$ cat config.mk
export PLATFORM = sky130hd
export DESIGN_NAME = wb_stack_unit
export DESIGN_NICKNAME = d
export VERILOG_FILES = /design/src/rtl/wb_stack_unit_pkg.sv /design/src/rtl/wb_stack_ram.sv /design/src/rtl/wb_stack_unit.sv
export SDC_FILE = /design/constraint.sdc
export NUM_CORES = 1
export LEC_CHECK = 0
export ABC_CLOCK_PERIOD_IN_PS = 2400
export BUFFER_PORTS_ARGS = -buffer_cell sky130_fd_sc_hd__buf_4
export CORE_ASPECT_RATIO = 0.6
export CORE_MARGIN = 8
export CORE_UTILIZATION = 55
export CTS_CLUSTER_DIAMETER = 100
export DETAILED_ROUTE_END_ITERATION = 6
export HOLD_SLACK_MARGIN = 0.15
export PLACE_DENSITY = 0.78
export SLEW_MARGIN = 0
export SYNTH_ARGS = -nofsm -noshare
export SYNTH_HDL_FRONTEND = slang
export SYNTH_SLANG_ARGS = --single-unit
$ cat constraint.sdc
create_clock -name clk -period 2.4 [get_ports clk]
set_clock_uncertainty 0.2 [all_clocks]
set_input_delay 0.12 -clock clk [delete_from_list [all_inputs] [get_ports clk]]
set_output_delay 0.12 -clock clk [all_outputs]
set_load 0.03 [all_outputs]
$ cat src/rtl/wb_stack_unit_pkg.sv
// -----------------------------------------------------------------------------
// wb_stack_unit_pkg
// Shared definitions for the LIFO stack unit:
//   - default data width and depth
//   - status FSM state encoding
//   - derived count width (log2(DEPTH)+1, enough to hold the value DEPTH)
// -----------------------------------------------------------------------------
package wb_stack_unit_pkg;

    localparam int DATA_LEN_DEF = 8;
    localparam int DEPTH_DEF    = 16;

    typedef enum logic [1:0] {
        S_EMPTY = 2'd0,
        S_PART  = 2'd1,
        S_FULL  = 2'd2
    } state_t;

    // The count must represent 0..DEPTH inclusive, hence one bit more than the address.
    function automatic int cnt_width(input int depth);
        return $clog2(depth) + 1;
    endfunction

    localparam int CNT_W_DEF = cnt_width(DEPTH_DEF);

endpackage

$ cat src/rtl/wb_stack_ram.sv
// -----------------------------------------------------------------------------
// wb_stack_ram
// DEPTH x DATA_LEN storage for the stack. Contents are never reset.
// Ports:
//   clk        clock, write happens on the rising edge
//   i_we       write enable
//   i_wr_addr  write address
//   i_wr_data  write data
//   i_rd_addr  read address (combinational read)
//   o_rd_data  read data
// -----------------------------------------------------------------------------
module wb_stack_ram
    import wb_stack_unit_pkg::*;
#(
    parameter int DATA_LEN = DATA_LEN_DEF,
    parameter int DEPTH    = DEPTH_DEF,
    localparam int AW      = $clog2(DEPTH)
) (
    input  logic                clk,
    input  logic                i_we,
    input  logic [AW-1:0]       i_wr_addr,
    input  logic [DATA_LEN-1:0] i_wr_data,
    input  logic [AW-1:0]       i_rd_addr,
    output logic [DATA_LEN-1:0] o_rd_data
);

    logic [DATA_LEN-1:0] r_mem [DEPTH];

    always_ff @(posedge clk) begin
        if (i_we) begin
            r_mem[i_wr_addr] <= i_wr_data;
        end
    end

    assign o_rd_data = r_mem[i_rd_addr];

endmodule

$ cat src/rtl/wb_stack_unit.sv
// -----------------------------------------------------------------------------
// wb_stack_unit
// LIFO stack with registered top-of-stack output, status FSM and sticky
// error flags.
// Ports:
//   clk           clock
//   rstn          asynchronous active-low reset
//   stk_push      push request (only a clean 1 counts as active)
//   stk_pop       pop request  (only a clean 1 counts as active)
//   stk_data_in   word to push
//   stk_data_out  registered top-of-stack word (0 when empty)
//   count         number of valid entries
//   empty / full  status decoded from the FSM state
//   ack           one-cycle pulse after each accepted push, pop or replace
//   overflow      sticky: a push was dropped on a full stack
//   underflow     sticky: a pop was attempted on an empty stack
//   clr_err       synchronous clear of both sticky flags
// -----------------------------------------------------------------------------
module wb_stack_unit
    import wb_stack_unit_pkg::*;
#(
    parameter int DATA_LEN = DATA_LEN_DEF,
    parameter int DEPTH    = DEPTH_DEF,
    localparam int CNT_W   = cnt_width(DEPTH),
    localparam int AW      = CNT_W - 1
) (
    input  logic                clk,
    input  logic                rstn,
    input  logic                stk_push,
    input  logic                stk_pop,
    input  logic [DATA_LEN-1:0] stk_data_in,
    output logic [DATA_LEN-1:0] stk_data_out,
    output logic [CNT_W-1:0]    count,
    output logic                empty,
    output logic                full,
    output logic                ack,
    output logic                overflow,
    output logic                underflow,
    input  logic                clr_err
);

    state_t              r_state, w_state_next;
    logic [CNT_W-1:0]    r_count, w_count_next;
    logic [DATA_LEN-1:0] r_data_out, w_data_out_next;
    logic                r_ack, w_ack_next;
    logic                r_ovf, w_ovf_next;
    logic                r_unf, w_unf_next;

    logic                w_push, w_pop;
    logic                w_we;
    logic [AW-1:0]       w_wr_addr;
    logic [AW-1:0]       w_rd_addr;
    logic [DATA_LEN-1:0] w_rd_data;

    // The controller floats its request lines when idle, so x/z must read as 0.
    assign w_push = (stk_push === 1'b1);
    assign w_pop  = (stk_pop  === 1'b1);

    // Entry just below the current top; it becomes the new top after a pop.
    assign w_rd_addr = r_count[AW-1:0] - AW'(2);

    wb_stack_ram #(
        .DATA_LEN (DATA_LEN),
        .DEPTH    (DEPTH)
    ) u_ram (
        .clk       (clk),
        .i_we      (w_we),
        .i_wr_addr (w_wr_addr),
        .i_wr_data (stk_data_in),
        .i_rd_addr (w_rd_addr),
        .o_rd_data (w_rd_data)
    );

    always_ff @(posedge clk or negedge rstn) begin
        if (!rstn) begin
            r_state    <= S_EMPTY;
            r_count    <= '0;
            r_data_out <= '0;
            r_ack      <= 1'b0;
            r_ovf      <= 1'b0;
            r_unf      <= 1'b0;
        end else begin
            r_state    <= w_state_next;
            r_count    <= w_count_next;
            r_data_out <= w_data_out_next;
            r_ack      <= w_ack_next;
            r_ovf      <= w_ovf_next;
            r_unf      <= w_unf_next;
        end
    end

    always_comb begin
        w_state_next    = r_state;
        w_count_next    = r_count;
        w_data_out_next = r_data_out;
        w_ack_next      = 1'b0;
        w_we            = 1'b0;
        w_wr_addr       = r_count[AW-1:0];
        // A new error below overrides the clear, so the flag stays set.
        w_ovf_next      = clr_err ? 1'b0 : r_ovf;
        w_unf_next      = clr_err ? 1'b0 : r_unf;

        if (w_push && w_pop && r_state != S_EMPTY) begin
            // Replace the top entry in place; count and state are untouched.
            w_we            = 1'b1;
            w_wr_addr       = r_count[AW-1:0] - AW'(1);
            w_data_out_next = stk_data_in;
            w_ack_next      = 1'b1;
        end else if (w_push) begin
            // Also covers push+pop on an empty stack.
            if (r_state != S_FULL) begin
                w_we            = 1'b1;
                w_count_next    = r_count + CNT_W'(1);
                w_data_out_next = stk_data_in;
                w_ack_next      = 1'b1;
            end else begin
                w_ovf_next = 1'b1;
            end
        end else if (w_pop) begin
            if (r_state != S_EMPTY) begin
                w_count_next    = r_count - CNT_W'(1);
                w_data_out_next = (r_count == CNT_W'(1)) ? '0 : w_rd_data;
                w_ack_next      = 1'b1;
            end else begin
                w_unf_next = 1'b1;
            end
        end

        case (r_state)
            S_EMPTY: if (w_count_next != '0) w_state_next = S_PART;
            S_PART: begin
                if (w_count_next == CNT_W'(DEPTH)) w_state_next = S_FULL;
                else if (w_count_next == '0)       w_state_next = S_EMPTY;
            end
            S_FULL:  if (w_count_next != CNT_W'(DEPTH)) w_state_next = S_PART;
            default: w_state_next = S_EMPTY;
        endcase
    end

    assign stk_data_out = r_data_out;
    assign count        = r_count;
    assign empty        = (r_state == S_EMPTY);
    assign full         = (r_state == S_FULL);
    assign ack          = r_ack;
    assign overflow     = r_ovf;
    assign underflow    = r_unf;

endmodule

==> summary by stage <==
Status
The flow ran to the end, but the final reports show violations. The final reports fail on setup timing.

Floorplanning
The floorplan step defined a die boundary enclosing 0.01479 sq mm. Row generation in the floorplan step produced 29 rows. In this run the standard cell core region covers 0.01067 sq mm. In this run the vertical extent of the chip is 97.45 um. In this run the horizontal extent of the chip is 151.7 um. The I/O pin total is 31.

The effective utilization at floorplan is 57.00%.

Critical path
The slowest cell on the critical path is sky130_fd_sc_hd__dfrtp_2. The type of the worst setup path is reg2reg. In this run the critical register-to-register path is launched from count[1].

The largest stage delay on the critical path is 0.45 ns. The worst setup path is launched from a register. The worst reg2reg path endpoint is u_ram.r_mem[11][7]. Across all register-to-register paths, the minimum setup slack is -0.03 ns. For the worst setup path, the data arrival time is 2.35 ns. The signal on the critical path passes through inv_4 > ha_4 > a21boi_4 > xnor2_4 > o31ai_2 > a21oi_2 > nor2_2 > buf_4. On the critical path the largest part of the delay comes from compound AO/OA/AOI/OAI gates. The worst endpoint required time is 2.32 ns. The buffers plus inverters on the worst setup path is 2.

The worst register-to-register path has a depth of 8. The maximum fanout along the worst path is 8. STA classifies the critical path endpoint as a register.

Route
In the routed design, unresolved DRC markers number 0. The via count of the routed design is 3650. The final layout contains routed wiring with a total length of 14860 um. Using the TritonRoute via totals, the vias-per-cell ratio works out to 6.293. The number of design-rule violations left by the first detailed-router iteration is 654. The final antenna-violating net count is 0.

The post-detailed-route wirelength per cell is 25.61 um. Before antenna repair, the detailed router went through 6 iterations.

STA
The measured slew at the worst slew-check pin is 0.9175 ns. The final worst slack is -0.02733 ns. The final max-slew violation count is 0. Setup repair after global routing could not meet its margin everywhere. The number of hold-slack violations in the final timing report is 0. The post-route minimum period is 2.427 ns. For this run, the top clock speed supported by timing is 0.4120 GHz. Setup violations remaining at the end of the flow were counted as 30. Measured against its own limit, the worst slew margin works out to 38.63%. The post-route clock period utilization is 101.1%. Hold is met by 0.3119 ns.

Placement
The final HPWL from detailed placement is 9874 um. Summing all placed instances gives a cell area of 0.006955 sq mm. The number of instances in the placed design is 523. The congestion estimate from routability-driven global placement came to 0.9508. Input and output buffers added on the ports amount to 30.

Logic synthesis
The number of flops mapped to enable cells by yosys is 128. After synthesis, the share of cell area in mux cells is 15.41%. The largest area contributor in the netlist is sky130_fd_sc_hd__edfxtp_1.

In the synthesized netlist the async set-or-reset flop fraction comes to 12.33%. The number of nets in the synthesized netlist is 349. The main combinational cell family by area after synthesis is multiplexers.

The sequential-to-total area share from yosys stat is 70.62%. The cell count after synthesis is 330. Of the post-synthesis cell area, the dominant cell type holds 63.21%. The adder and majority cell fraction of the synthesized area is 1.235%.

The most frequent cell after synthesis is sky130_fd_sc_hd__edfxtp_1. The synthesized netlist devotes 4.444% of its cell area to simple gates. The commonest cells after synthesis are 128 x sky130_fd_sc_hd__edfxtp_1, 40 x sky130_fd_sc_hd__mux4_2, 30 x sky130_fd_sc_hd__nor2_1, 18 x sky130_fd_sc_hd__dfrtp_1, 16 x sky130_fd_sc_hd__a21oi_1.

Yosys attributes the largest share of cell area to sky130_fd_sc_hd__edfxtp_1 63%, sky130_fd_sc_hd__mux4_2 15%, sky130_fd_sc_hd__dfrtp_1 7.4%. The cell area after synthesis is 0.006081 sq mm. The average instance in the mapped netlist occupies 18.43 sq um. The number of synthesis warnings is 0. The post-synthesis compound-gate area fraction is 5.329%. The most used flip-flop cell after synthesis is sky130_fd_sc_hd__edfxtp_1.

The synthesized design contains 146 register bits. The xor/xnor share of the synthesized area is 0.8436%. The number of library cell types mapped by synthesis is 46.

Final layout
The repair_antennas step left the layout with diodes totalling 0. The fraction of final layout cells sized beyond drive strength 1 is 46.03%. Relative to the synthesized area, the layout overhead comes to 30.66%.

The final cell count without fillers is 580. The design area is 0.007945 sq mm. In the final design database the tool counted 447 nets. Cells fill 74.48% of the core in the end.

Clocking
The CTS root buffer is sky130_fd_sc_hd__clkbuf_16. The clock latency reported for the late side of the worst-skew pair is 0.42 ns. The TritonCTS clock tree is yes. The number of buffers on the longest clock path is 2.

In this run, CTS created clock tree buffers numbering 17. The tree built by TritonCTS fans out to 146 sinks. After clock tree synthesis, the clock-pin slew on the worst setup and hold paths is 0.06 ns. CTS built an H-tree with a depth of 4.

Hold path
The path with the worst hold slack has its endpoint at underflow. The hold path startpoint is underflow. The class of the worst hold path is reg2reg. Along the worst hold path, the cell count comes to 1.

Global route
The total overflow left after global routing is 0. The pin count of the biggest net entering global routing is 26. The initial antenna violation count is 0. The number of global-route vias before repair is 3653. Global routing used 21.28% of the available tracks across all layers. The first global-routing pass estimated 22590 um of wire.

Power
The static leakage power is 2.733 nW. The power density over the cells is 1311 mW/mm^2. The largest vdd supply drop is 1.063 mV.

Run
The number of violations of the max-capacitance limit is 0.
==> cells in the final DEF, fill, tap and decap left out, drive strengths merged, types with 4 or more instances in the layout <==
| master | n |
|---|---|
| nand2 | 6 |
| dlygate4sd3 | 14 |
| clkbuf | 22 |
| clkinv | 6 |
| ha | 6 |
| edfxtp | 128 |
| a21oi | 16 |
| xnor2 | 4 |
| inv | 10 |
| nor2 | 30 |
| buf | 82 |
| a22oi | 9 |
| mux4 | 40 |
| nor3 | 5 |
| dfrtp | 18 |
==> logic make-up (layout without fill, tap and decap cells) <==
group                      Yosys count  count (layout)
and+or+nand+nor                     57              57
adders and majority gates            6               6
buffers and inverters               26             137
muxes                               43              43
AOI/OAI and AO/OA                   47              47
DFF                                146             146
xor gates and xnor gates             5               5
==> timing repair <==
item | 4_1_cts | 5_1_grt
hold buffers | 14 | 0
endpoints found under the hold margin | 160 | 0
resized for setup | 13 | 8
setup endpoints to repair | 104 | 137
pin swaps | 8 | 9
buffers inserted | 7 | 4
==> stage by stage <==
| step | power (mW) | worst slack (ns) | setup TNS (ns) |
|---|---|---|---|
| after global routing | 10.83 | -0.09897 | -6.194 |
| after floorplan | 6.079 | -0.02246 | -0.6387 |
| after detailed placement | 7.445 | -0.1242 | -5.362 |
| final | 10.42 | -0.02733 | -0.3895 |
| after CTS | 10.31 | -0.03056 | -0.2098 |
| after global placement | 7.360 | -0.03943 | -0.7381 |
==> layer usage <==
metal	track usage, %	share of wire, %	vias up	wire length (um)
met3	7.395	13	29	1943
met5	0	0	-	0
met1	31.49	41	1859	6111
met4	6.972	1.6	0	235
li1	-	-	1543	-
met2	28.59	44	219	6563
==> cell type report <==
cell class	count	area, sq um
clock buffer	22	506.7
fill	581	2723
tap	139	173.9
timing repair buffer	96	895.9
multi-input combinational	158	1937
clock inverter	10	95.09
sequential	146	4298
inverter	9	38.79
==> registers in the layout (all words and copies together) (netlist names) <==
signal        flops
overflow          1
stk_data_out      8
count             5
underflow         1
r_state           2
ack               1
u_ram.r_mem     128
==> worst register-to-register path, delay by kind of cell, from the launching register on <==
kind | cells | cell delay [ns]
buffers and inverters | 2 | 0.31
adders and majority gates | 1 | 0.13
and+or+nand+nor | 1 | 0.15
AOI/OAI and AO/OA | 3 | 0.78
xor gates and xnor gates | 1 | 0.13
DFF | 1 | 0.45
==> power by group <==
group / total, mW / internal (mW) / switching, mW / leakage [nW]
Clock: 2.64 / 1.61 / 1.03 / 0.293
Combinational: 4.45 / 2.09 / 2.36 / 1.07
Sequential: 3.33 / 3.15 / 0.172 / 1.37
Total: 10.4 / 6.85 / 3.56 / 2.73
==> worst max-delay path by stage <==
| stage | from | endpoint | slack (ns) | cells after the start |
|---|---|---|---|---|
| after CTS | count[1] | u_ram.r_mem[5][6] | -0.03 | 8 |
| final | count[1] | u_ram.r_mem[11][7] | -0.03 | 8 |
| after floorplan | count[2] | u_ram.r_mem[4][0] | -0.02 | 8 |
| after global placement | count[1] | u_ram.r_mem[10][4] | -0.04 | 7 |
| after global routing | count[1] | u_ram.r_mem[15][3] | -0.1 | 8 |
| after detailed placement | r_state[0] | u_ram.r_mem[4][4] | -0.12 | 6 |
Power figures use the tool's default switching activity.
